File: src/rtl/serial_bcd_add_seq.sv
// Initiator/sequencer for a digit-serial BCD adder: parallel operands in, LSD-first serial frame out, parallel sum back.
// Optional operand digit check enabled by defining SERIAL_BCD_SEQ_BCD_CHECK_EN.
module serial_bcd_add_seq #(
  parameter int NDIG = 4
) (
  input  logic                    clk,
  input  logic                    rst,
  input  logic                    req_valid,
  output logic                    req_ready,
  input  logic [4*NDIG-1:0]       op_a,
  input  logic [4*NDIG-1:0]       op_b,
  output logic [3:0]              a,
  output logic [3:0]              b,
  output logic                    start,
  output logic                    done,
  input  logic [3:0]              sum,
  output logic                    rsp_valid,
  input  logic                    rsp_ready,
  output logic [4*(NDIG+1)-1:0]   rsp_sum,
  output logic                    rsp_err
);

  localparam int KW = (NDIG > 1) ? $clog2(NDIG) : 1;
  localparam int OW = 4 * NDIG;
  localparam int RW = 4 * (NDIG + 1);

  typedef enum logic [1:0] {IDLE, SEND, FINISH, RESP} state_t;

  state_t          state, state_next;
  logic [KW-1:0]   k, k_next;
  logic [OW-1:0]   sh_a, sh_a_next, sh_b, sh_b_next;
  logic [3:0]      a_next, b_next;
  logic            start_next, done_next, rsp_valid_next;
  logic [RW-1:0]   rsp_sum_next;
  logic            accept;

  assign req_ready = (state == IDLE);
  assign accept    = req_valid & req_ready;

  always_comb begin
    // NOTE: every signal gets a default before the case so no path leaves one unassigned (no latches).
    state_next     = state;
    k_next         = k;
    sh_a_next      = sh_a;
    sh_b_next      = sh_b;
    a_next         = 4'd0;
    b_next         = 4'd0;
    start_next     = 1'b0;
    done_next      = 1'b0;
    rsp_valid_next = rsp_valid;
    rsp_sum_next   = rsp_sum;
    case (state)
      IDLE: begin
        if (accept) begin
          state_next = SEND;
          k_next     = '0;
          a_next     = op_a[3:0];
          b_next     = op_b[3:0];
          start_next = 1'b1;
          sh_a_next  = op_a >> 4;
          sh_b_next  = op_b >> 4;
        end
      end
      SEND: begin
        // Result shifts in from the top so the first captured digit lands at bit 0 after NDIG+1 captures.
        rsp_sum_next = {sum, rsp_sum[RW-1:4]};
        if (k == KW'(NDIG - 1)) begin
          state_next = FINISH;
          done_next  = 1'b1;
        end else begin
          k_next    = k + 1'b1;
          a_next    = sh_a[3:0];
          b_next    = sh_b[3:0];
          sh_a_next = sh_a >> 4;
          sh_b_next = sh_b >> 4;
        end
      end
      FINISH: begin
        rsp_sum_next   = {sum, rsp_sum[RW-1:4]};
        rsp_valid_next = 1'b1;
        state_next     = RESP;
      end
      RESP: begin
        if (rsp_ready) begin
          rsp_valid_next = 1'b0;
          state_next     = IDLE;
        end
      end
      default: state_next = IDLE;
    endcase
  end

  // NOTE: state registers use non-blocking assignments so all flops update together at the edge.
  always_ff @(posedge clk) begin
    if (rst) begin
      state     <= IDLE;
      k         <= '0;
      sh_a      <= '0;
      sh_b      <= '0;
      a         <= 4'd0;
      b         <= 4'd0;
      start     <= 1'b0;
      done      <= 1'b0;
      rsp_valid <= 1'b0;
      rsp_sum   <= '0;
    end else begin
      state     <= state_next;
      k         <= k_next;
      sh_a      <= sh_a_next;
      sh_b      <= sh_b_next;
      a         <= a_next;
      b         <= b_next;
      start     <= start_next;
      done      <= done_next;
      rsp_valid <= rsp_valid_next;
      rsp_sum   <= rsp_sum_next;
    end
  end

`ifdef SERIAL_BCD_SEQ_BCD_CHECK_EN
  function automatic logic has_bad_digit(input logic [OW-1:0] v);
    for (int i = 0; i < NDIG; i++) begin
      if (v[4*i +: 4] > 4'd9) return 1'b1;
    end
    return 1'b0;
  endfunction

  // Flag is taken once per request and held until the next acceptance.
  always_ff @(posedge clk) begin
    if (rst) begin
      rsp_err <= 1'b0;
    end else if (accept) begin
      rsp_err <= has_bad_digit(op_a) | has_bad_digit(op_b);
    end
  end
`else
  assign rsp_err = 1'b0;
`endif

endmodule
File: config.mk
export PLATFORM = sky130hd
export DESIGN_NAME = serial_bcd_add_seq
export DESIGN_NICKNAME = d
export VERILOG_FILES = /design/src/rtl/serial_bcd_add_seq.sv
export SDC_FILE = /design/constraint.sdc
export NUM_CORES = 1
export LEC_CHECK = 0
export CORE_MARGIN = 3
export CORE_UTILIZATION = 50
export CTS_BUF_LIST = sky130_fd_sc_hd__clkbuf_2 sky130_fd_sc_hd__clkbuf_4 sky130_fd_sc_hd__clkbuf_8
export CTS_CLUSTER_SIZE = 8
export DETAILED_ROUTE_END_ITERATION = 6
export PLACE_DENSITY = 0.81
export SLEW_MARGIN = 25
export SYNTH_ARGS = -nofsm -noshare
export SYNTH_HDL_FRONTEND = slang
export SYNTH_SLANG_ARGS = --single-unit
File: constraint.sdc
create_clock -name clk -period 3.3 [get_ports clk]
set_input_delay 0.66 -clock clk [delete_from_list [all_inputs] [get_ports clk]]
set_output_delay 0.66 -clock clk [all_outputs]
set_load 0.05 [all_outputs]
==> results of run 1 <==
[kinds of logic after synthesis]
group / after synthesis / share of synthesized area [%]
AOI/OAI and AO/OA: 64 / 17.69
DFF: 59 / 46.78
and+or+nand+nor: 56 / 11.25
muxes: 39 / 15.66
buffers and inverters: 23 / 5.500
adders and majority gates: 6 / 2.973
other: 1 / 0.1485
[registers in the layout, indices dropped and copies added, names as in the netlist]
name,cells
sh_b,12
done,1
state,2
start,1
rsp_sum,20
b,4
sh_a,12
rsp_valid,1
a,4
k,2
[routing by layer]
layer / global-route usage [%] / part of all wire (%) / routed length, µm / vias up
li1: - / - / - / 1008
met1: 25.24 / 45 / 2571 / 976
met2: 32.49 / 49 / 2798 / 57
met3: 5.282 / 4.6 / 261 / 8
met4: 9.075 / 1.6 / 93 / 0
met5: 0 / 0 / 0 / -
[power groups by stage]
| stage | Sequential [W] | Combinational [W] | Clock, W |
|---|---|---|---|
| 5_1_grt | 0.00101 | 0.00139 | 0.000857 |
| 6_report | 0.000989 | 0.00129 | 0.000808 |
| 3_5_place_dp | 0.00100 | 0.00129 | 0 |
| 4_1_cts | 0.000989 | 0.00130 | 0.000825 |
| 3_3_place_gp | 0.000994 | 0.00127 | 0 |
| 2_1_floorplan | 0.00117 | 0.000866 | 0 |
[final timing paths]
path                 start        end  cells after the start
hold reg to reg   sh_b[10]   sh_b[10]                      2
setup reg to reg  state[1]    sh_a[0]                      6
hold / removal    sh_b[10]   sh_b[10]                      2
setup / recovery  state[0]  req_ready                      3
[final cells by class]
class	count	area share (%)
flip-flops and latches	59	34.24
multi-input cells	166	35.00
inverters	3	0.3264
repair buffers	73	20.89
clock inverters	5	2.902
well taps	67	2.430
clock buffers	11	4.207
[cells in the mapped netlist (2+ instances only)]
library cell | number | share of area (%)
dfxtp_1 | 59 | 47
mux2i_1 | 38 | 15
nor2_1 | 30 | 4.5
a21oi_1 | 25 | 5.0
a211oi_2 | 10 | 5.0
o21ai_0 | 10 | 2.0
a22oi_1 | 8 | 2.4
nand3b_1 | 8 | 2.4
a211oi_1 | 6 | 1.8
ha_1 | 6 | 3.0
buf_2 | 5 | 0.99
buf_6 | 5 | 2.2
clkbuf_1 | 5 | 0.74
nand2_1 | 4 | 0.59
inv_1 | 3 | 0.45
nor2b_1 | 3 | 0.74
and2_1 | 2 | 0.50
buf_1 | 2 | 0.30
buf_4 | 2 | 0.59
[per-stage QoR]
step,hold slack [ns],power (W),setup WS (ns),std cells
finish,0.4818,0.003088,0.7305,384
global route,0.4990,0.003258,0.6450,384
CTS,0.4793,0.003113,0.6475,384
detailed placement,0.4703,0.002290,0.7733,368
global placement,0.4608,0.002261,0.9330,368
floorplan,0.4493,0.002035,1.414,248
[critical path, cell delays in order, from the launching register on]
cell and delay [ns]:
dfxtp_1 0.34, inv_1 0.13, ha_2 0.27, clkdlybuf4s50_1 0.84
==> results.py, run 1 <==
metrics = {
    "cts": {
        "cts_htree_levels": 3,
        "cts-root-buf": "clkbuf_8",
        "clkSinkCount": 59,
        "cts_buffer_depth": 2,
        "cts_setup_buffers": 0,
        "cts_buffers": 9,
        "ctsHoldBuffers": 0,
        "clk_latency_ns": 0.34,
        "cts_resized": 0,
        "cts_tree": "built",
        "clk_pin_slew_worst_paths_ns": 0.06,
    },
    "routing": {
        "drc_errors": 0,
        "drt-initial-drc-count": 132,
        "vias": 2049,
        "antenna_left": 0,
        "via_per_inst": 5.336,
        "routed_wirelength_um": 5725,
        "drtPass1Iterations": 5,
        "post_drt_wl_per_cell_um": 14.91,
    },
    "finish": {
        "layout_common_cells": "70 x clkdlybuf4s50_1, 59 x dfxtp_1, 38 x mux2i_1",
        "area_growth_syn_to_layout_pct": 36.62,
        "antenna_cells": 0,
        "fin_util_pct": 71.61,
        "drive_above_1_share_pct": 11.99,
        "multi_input_area_mm2": 0.001207,
        "nets": 358,
        "layout_commonest_cell": "clkdlybuf4s50_1",
        "post-route-cell-area_mm2": 0.003450,
        "layout.area.seq_mm2": 0.001181,
        "nFillCells": 387,
    },
    "die": {
        "die_area_mm2": 0.005938,
        "die_y_um": 77.06,
        "start_util_pct": 52.42,
        "ios": 73,
        "coreArea_mm2": 0.004817,
        "rows": 25,
        "dieWidth_um": 77.06,
    },
    "sta": {
        "setup_viol": 0,
        "skew_ns": 0.009296,
        "setup_tns_ns": 0,
        "rsz0062_at_grt": "no",
        "layout_min_cycle_time_ns": 2.569,
        "period_share_pct": 77.86,
        "worst_slew_pin_slew_ns": 0.9089,
        "final_hold_viol_count": 0,
        "fmax_mhz": 389.2,
        "final_max_slew_viol_count": 0,
        "relSlewSlack_pct": 37.67,
    },
    "pwr": {
        "ir_worst_vdd_uv": 428.8,
        "power.leakage_nw": 1.296,
        "switchingPower_w": 0.001145,
        "pwr-share-clk_pct": 26.2,
        "power.internal_w": 0.001944,
        "power_switching_share_pct": 37.07,
        "p_per_area_mw_per_mm2": 895.2,
        "power_frac_comb_pct": 41.8,
        "pwr-share-seq_pct": 32.0,
    },
    "synth": {
        "ys_types": 36,
        "synth_warnings": 0,
        "syn_nets": 294,
        "synth-edff-count": 0,
        "ys_seq_elements": 59,
        "synth.avg_cell_area_um2": 10.18,
        "synth.cell_area_mm2": 0.002525,
        "synthArstFlopShare_pct": 0,
        "ys.flop_type": "dfxtp_1",
        "syn_inst": 248,
        "ys_seq_area_share_pct": 46.78,
    },
    "worst_setup_path": {
        "timing_worst_setup_path_type": "reg -> out",
        "start_kind": "register",
        "cp.required_ns": 2.64,
        "rrSetupSlack_ns": 0.96,
        "cp.arrival_ns": 1.91,
        "cp_max_fo": 6,
        "cp-end-kind": "output pin",
    },
    "run_status": {
        "status": "finished clean",
    },
    "global_route": {
        "grt-ovfl-total": 0,
        "grt_first_pass_wirelength_um": 9487,
        "grt_max_degree": 50,
        "antenna_found_initial": 0,
        "grt_pass1_vias": 1972,
        "grtUsageTotal_pct": 20.14,
    },
    "place": {
        "place_area_mm2": 0.003202,
        "hpwlAfterDp_um": 3881,
        "io_buffer_count": 71,
        "place_congestion": 0.8152,
    },
    "job": {
        "maxCapViolCount": 0,
    },
    "hold_path": {
        "hp-class": "reg -> reg",
    },
}
(Power assumes the default switching activity.)
==> run 2, diff against run 1 <==
Settings changed: CORE_UTILIZATION 50 to 49, PLACE_DENSITY 0.81 to 0.79.
Clock period 3.3 ns to 2.5 ns, I/O delays scaled along.
==> results.py, run 2 (synthesis results as in run 1) <==
metrics = {
    "hold_path": {
        "min_from": "rst",
        "hp-class": "in -> reg",
        "holdPathEnd": "rsp_sum[19]",
        "hold_path_depth": 2,
    },
    "worst_setup_path": {
        "timing_worst_setup_path_type": "reg -> reg",
        "cp_max_fo": 16,
        "rr_startpoint": "state[0]",
        "start_kind": "register",
        "cp_num_buf_inv": 1,
        "crit_family": "multiplexers",
        "cp-end-kind": "register",
        "reg2reg_to": "sh_a[1]",
        "crit_chain": "inv_1 > ha_1 > mux2i_1 > nor2_4 > a211oi_1",
        "cp.arrival_ns": 2.41,
        "r2r.worst_path.cells": 5,
        "cp.required_ns": 2.74,
        "critPathSlowestCell": "mux2i_1",
        "rrSetupSlack_ns": 0.33,
        "slowest_delay_ns": 0.81,
    },
    "run_status": {
        "status": "finished clean",
    },
    "place": {
        "place_inst": 370,
        "io_buffer_count": 71,
        "hpwlAfterDp_um": 3803,
        "place_congestion": 0.7877,
    },
    "finish": {
        "top_regs": "rsp_sum x20, sh_a x12, sh_b x12",
        "layout_commonest_cell": "clkdlybuf4s50_1",
        "layout.area.seq_mm2": 0.001181,
        "largest-register": "rsp_sum",
        "largest_reg_flops": 20,
        "nets": 360,
        "layout_common_cells": "69 x clkdlybuf4s50_1, 59 x dfxtp_1, 38 x mux2i_1",
        "area_growth_syn_to_layout_pct": 36.47,
        "antenna_cells": 0,
        "nFillCells": 362,
        "drive_above_1_share_pct": 12.23,
        "multi_input_area_mm2": 0.001205,
        "stdcell_count": 386,
    },
    "global_route": {
        "grt_first_pass_wirelength_um": 8935,
        "grt_pass1_vias": 1918,
        "antenna_found_initial": 0,
        "grt_max_degree": 42,
        "grt-ovfl-total": 0,
        "grtUsageTotal_pct": 18.61,
    },
    "sta": {
        "holdWs_ns": 0.4579,
        "setup_tns_ns": 0,
        "rsz0062_at_grt": "no",
        "relSlewSlack_pct": 36.64,
        "final_hold_viol_count": 0,
        "fmax_mhz": 460.2,
        "setup_viol": 0,
        "final_max_slew_viol_count": 0,
        "layout_min_cycle_time_ns": 2.173,
        "worst_slew_pin_slew_ns": 0.9240,
        "skew_ns": 0.005129,
        "period_share_pct": 86.91,
    },
    "pwr": {
        "ir_worst_vdd_uv": 532.2,
        "p_per_area_mw_per_mm2": 1154,
        "power.leakage_nw": 1.305,
    },
    "routing": {
        "antenna_left": 0,
        "routed_wirelength_um": 5417,
        "vias": 1966,
        "drc_errors": 0,
        "drt-initial-drc-count": 86,
        "drtPass1Iterations": 4,
        "post_drt_wl_per_cell_um": 14.03,
        "via_per_inst": 5.093,
    },
    "cts": {
        "cts_tree": "built",
        "cts_buffer_depth": 2,
        "cts_htree_levels": 3,
        "clk_latency_ns": 0.33,
        "clk_pin_slew_worst_paths_ns": 0.07,
        "cts_setup_buffers": 0,
        "ctsHoldBuffers": 0,
        "cts_buffers": 9,
        "cts_resized": 0,
        "clkSinkCount": 59,
        "cts-root-buf": "clkbuf_8",
    },
    "die": {
        "die_area_mm2": 0.006051,
        "ios": 73,
        "start_util_pct": 52.08,
        "dieWidth_um": 77.79,
        "die_y_um": 77.79,
        "coreArea_mm2": 0.004848,
        "rows": 25,
    },
    "job": {
        "maxCapViolCount": 0,
    },
}
[run 2: how the worst max path moves through the flow]
stage | to | start | cells after the start | slack, ns
after floorplan | sh_a[5] | state[0] | 6 | 0.61
after global placement | sh_a[3] | req_valid | 4 | 0.28
after detailed placement | sh_a[3] | req_valid | 4 | 0.22
after CTS | req_ready | state[0] | 3 | 0.05
after global routing | sh_a[2] | state[0] | 5 | 0.13
final | sh_a[1] | state[0] | 5 | 0.33
[run 2: area by class of cell]
type,count,share of cell area (%)
well taps,67,2.433
repair buffers,75,21.42
inverters,3,0.3268
clock inverters,5,2.179
flip-flops and latches,59,34.28
clock buffers,11,4.394
multi-input cells,166,34.97
[run 2: metal layers]
| layer | vias to the layer above | track usage (%) | wire [µm] |
|---|---|---|---|
| li1 | 1011 | - | - |
| met1 | 895 | 23.66 | 2478 |
| met2 | 51 | 28.68 | 2546 |
| met3 | 9 | 5.800 | 292 |
| met4 | 0 | 8.541 | 98 |
| met5 | - | 0 | 0 |
[run 2: through the flow]
stage	worst slack (ns)	power, W	instance area (µm²)	utilization [%]
after floorplan	0.6137	0.002687	2525	-
after global placement	0.2835	0.002996	3217	66.35
after detailed placement	0.2186	0.003021	3217	66.35
after CTS	0.04517	0.004001	3443	71.02
after global routing	0.1287	0.004203	3446	71.07
final	0.3273	0.003977	3446	71.07
[run 2: where the power goes]
group	total, W	internal, W	switching (W)
combinational	0.00170	0.000701	0.00100
clock	0.000974	0.000610	0.000364
sequential	0.00130	0.00117	0.000132
==> run 3, diff against run 2 <==
Settings changed: CORE_ASPECT_RATIO set to 1.4.
==> results.py, run 3 (synthesis results as in run 1) <==
metrics = {
    "finish": {
        "layout_common_cells": "69 x clkdlybuf4s50_1, 59 x dfxtp_1, 38 x mux2i_1",
        "largest_reg_flops": 20,
        "antenna_cells": 0,
        "drive_above_1_share_pct": 12.54,
        "nets": 360,
        "stdcell_count": 383,
        "nFillCells": 391,
        "layout_commonest_cell": "clkdlybuf4s50_1",
        "top_regs": "rsp_sum x20, sh_a x12, sh_b x12",
        "area_growth_syn_to_layout_pct": 35.08,
        "layout.area.seq_mm2": 0.001181,
        "multi_input_area_mm2": 0.001205,
        "largest-register": "rsp_sum",
    },
    "routing": {
        "drc_errors": 0,
        "antenna_left": 0,
        "via_per_inst": 5.308,
        "vias": 2033,
        "drt-initial-drc-count": 90,
        "drtPass1Iterations": 4,
        "post_drt_wl_per_cell_um": 14.66,
        "routed_wirelength_um": 5615,
    },
    "worst_setup_path": {
        "cp_max_fo": 16,
        "cp.arrival_ns": 2.40,
        "timing_worst_setup_path_type": "reg -> reg",
        "cp-end-kind": "register",
        "start_kind": "register",
        "cp.required_ns": 2.74,
    },
    "global_route": {
        "grt_first_pass_wirelength_um": 9494,
        "grt_max_degree": 42,
        "grtUsageTotal_pct": 20.18,
        "antenna_found_initial": 0,
        "grt-ovfl-total": 0,
        "grt_pass1_vias": 2040,
    },
    "place": {
        "place_congestion": 0.7650,
        "place_inst": 367,
        "io_buffer_count": 71,
        "hpwlAfterDp_um": 3855,
    },
    "cts": {
        "cts_setup_buffers": 0,
        "cts_resized": 0,
        "clk_pin_slew_worst_paths_ns": 0.07,
        "cts_htree_levels": 3,
        "cts_tree": "built",
        "clkSinkCount": 59,
        "cts_buffers": 9,
        "ctsHoldBuffers": 0,
        "clk_latency_ns": 0.34,
        "cts_buffer_depth": 2,
        "cts-root-buf": "clkbuf_8",
    },
    "pwr": {
        "power_frac_comb_pct": 44.5,
        "power.leakage_nw": 1.277,
        "power.internal_w": 0.002340,
        "ir_worst_vdd_uv": 671.8,
        "switchingPower_w": 0.001547,
        "pwr-share-clk_pct": 22.4,
        "power_switching_share_pct": 39.79,
        "pwr-share-seq_pct": 33.1,
        "p_per_area_mw_per_mm2": 1140,
    },
    "die": {
        "die_y_um": 90.94,
        "rows": 30,
        "start_util_pct": 51.35,
        "die_area_mm2": 0.006063,
        "coreArea_mm2": 0.004917,
        "ios": 73,
        "dieWidth_um": 66.67,
    },
    "sta": {
        "skew_ns": 0.006905,
        "setup_viol": 0,
        "relSlewSlack_pct": 41.87,
        "rsz0062_at_grt": "no",
        "final_hold_viol_count": 0,
        "layout_min_cycle_time_ns": 2.160,
        "final_max_slew_viol_count": 0,
        "setup_tns_ns": 0,
        "fmax_mhz": 462.9,
        "worst_slew_pin_slew_ns": 0.8477,
        "period_share_pct": 86.41,
    },
    "job": {
        "maxCapViolCount": 0,
    },
    "hold_path": {
        "hp-class": "reg -> reg",
    },
    "run_status": {
        "status": "finished clean",
    },
}
==> run 3: final timing paths <==
kind              startpoint       end  slack [ns]  depth (start not counted)
hold / removal      sh_b[11]  sh_b[11]        0.47                          2
setup / recovery    state[0]   sh_a[0]        0.34                          5
hold reg to reg     sh_b[11]  sh_b[11]        0.47                          2
setup reg to reg    state[0]   sh_a[0]        0.34                          5
==> run 3: area by class of cell <==
class,instances,share of cell area [%]
well taps,64,2.348
flip-flops and latches,59,34.63
inverters,3,0.3302
multi-input cells,166,35.33
clock inverters,7,2.238
clock buffers,9,3.632
repair buffers,75,21.50
==> run 3: power groups by stage <==
| stage | clock network, W | logic [W] | registers (W) |
|---|---|---|---|
| 4_1_cts | 0.000891 | 0.00175 | 0.00129 |
| 3_3_place_gp | 0 | 0.00169 | 0.00130 |
| 2_1_floorplan | 0 | 0.00114 | 0.00154 |
| 5_1_grt | 0.000929 | 0.00187 | 0.00131 |
| 3_5_place_dp | 0 | 0.00172 | 0.00131 |
| 6_report | 0.000869 | 0.00173 | 0.00129 |
==> run 3: per-stage QoR <==
stage | area (µm²) | util [%] | setup WS (ns) | hold WS (ns) | power, W
detailed placement | 3211 | 65.29 | 0.2106 | 0.4666 | 0.003029
global route | 3411 | 69.36 | 0.1552 | 0.4598 | 0.004114
floorplan | 2525 | - | 0.6137 | 0.4493 | 0.002687
global placement | 3211 | 65.29 | 0.2885 | 0.4603 | 0.002995
CTS | 3411 | 69.36 | 0.3087 | 0.4543 | 0.003923
finish | 3411 | 69.36 | 0.3397 | 0.4724 | 0.003887
==> run 3: critical path, cell delays in order, from the launching register on <==
cell	delay [ns]
dfxtp_1	0.33
inv_1	0.13
ha_1	0.31
mux2i_1	0.75
nor2_4	0.25
a211oi_1	0.30
==> run 3: routing by layer <==
layer / track usage, % / wire length [µm]
met2: 33.11 / 2897
met4: 7.119 / 66
met1: 23.75 / 2342
met3: 7.302 / 309
met5: 0 / 0
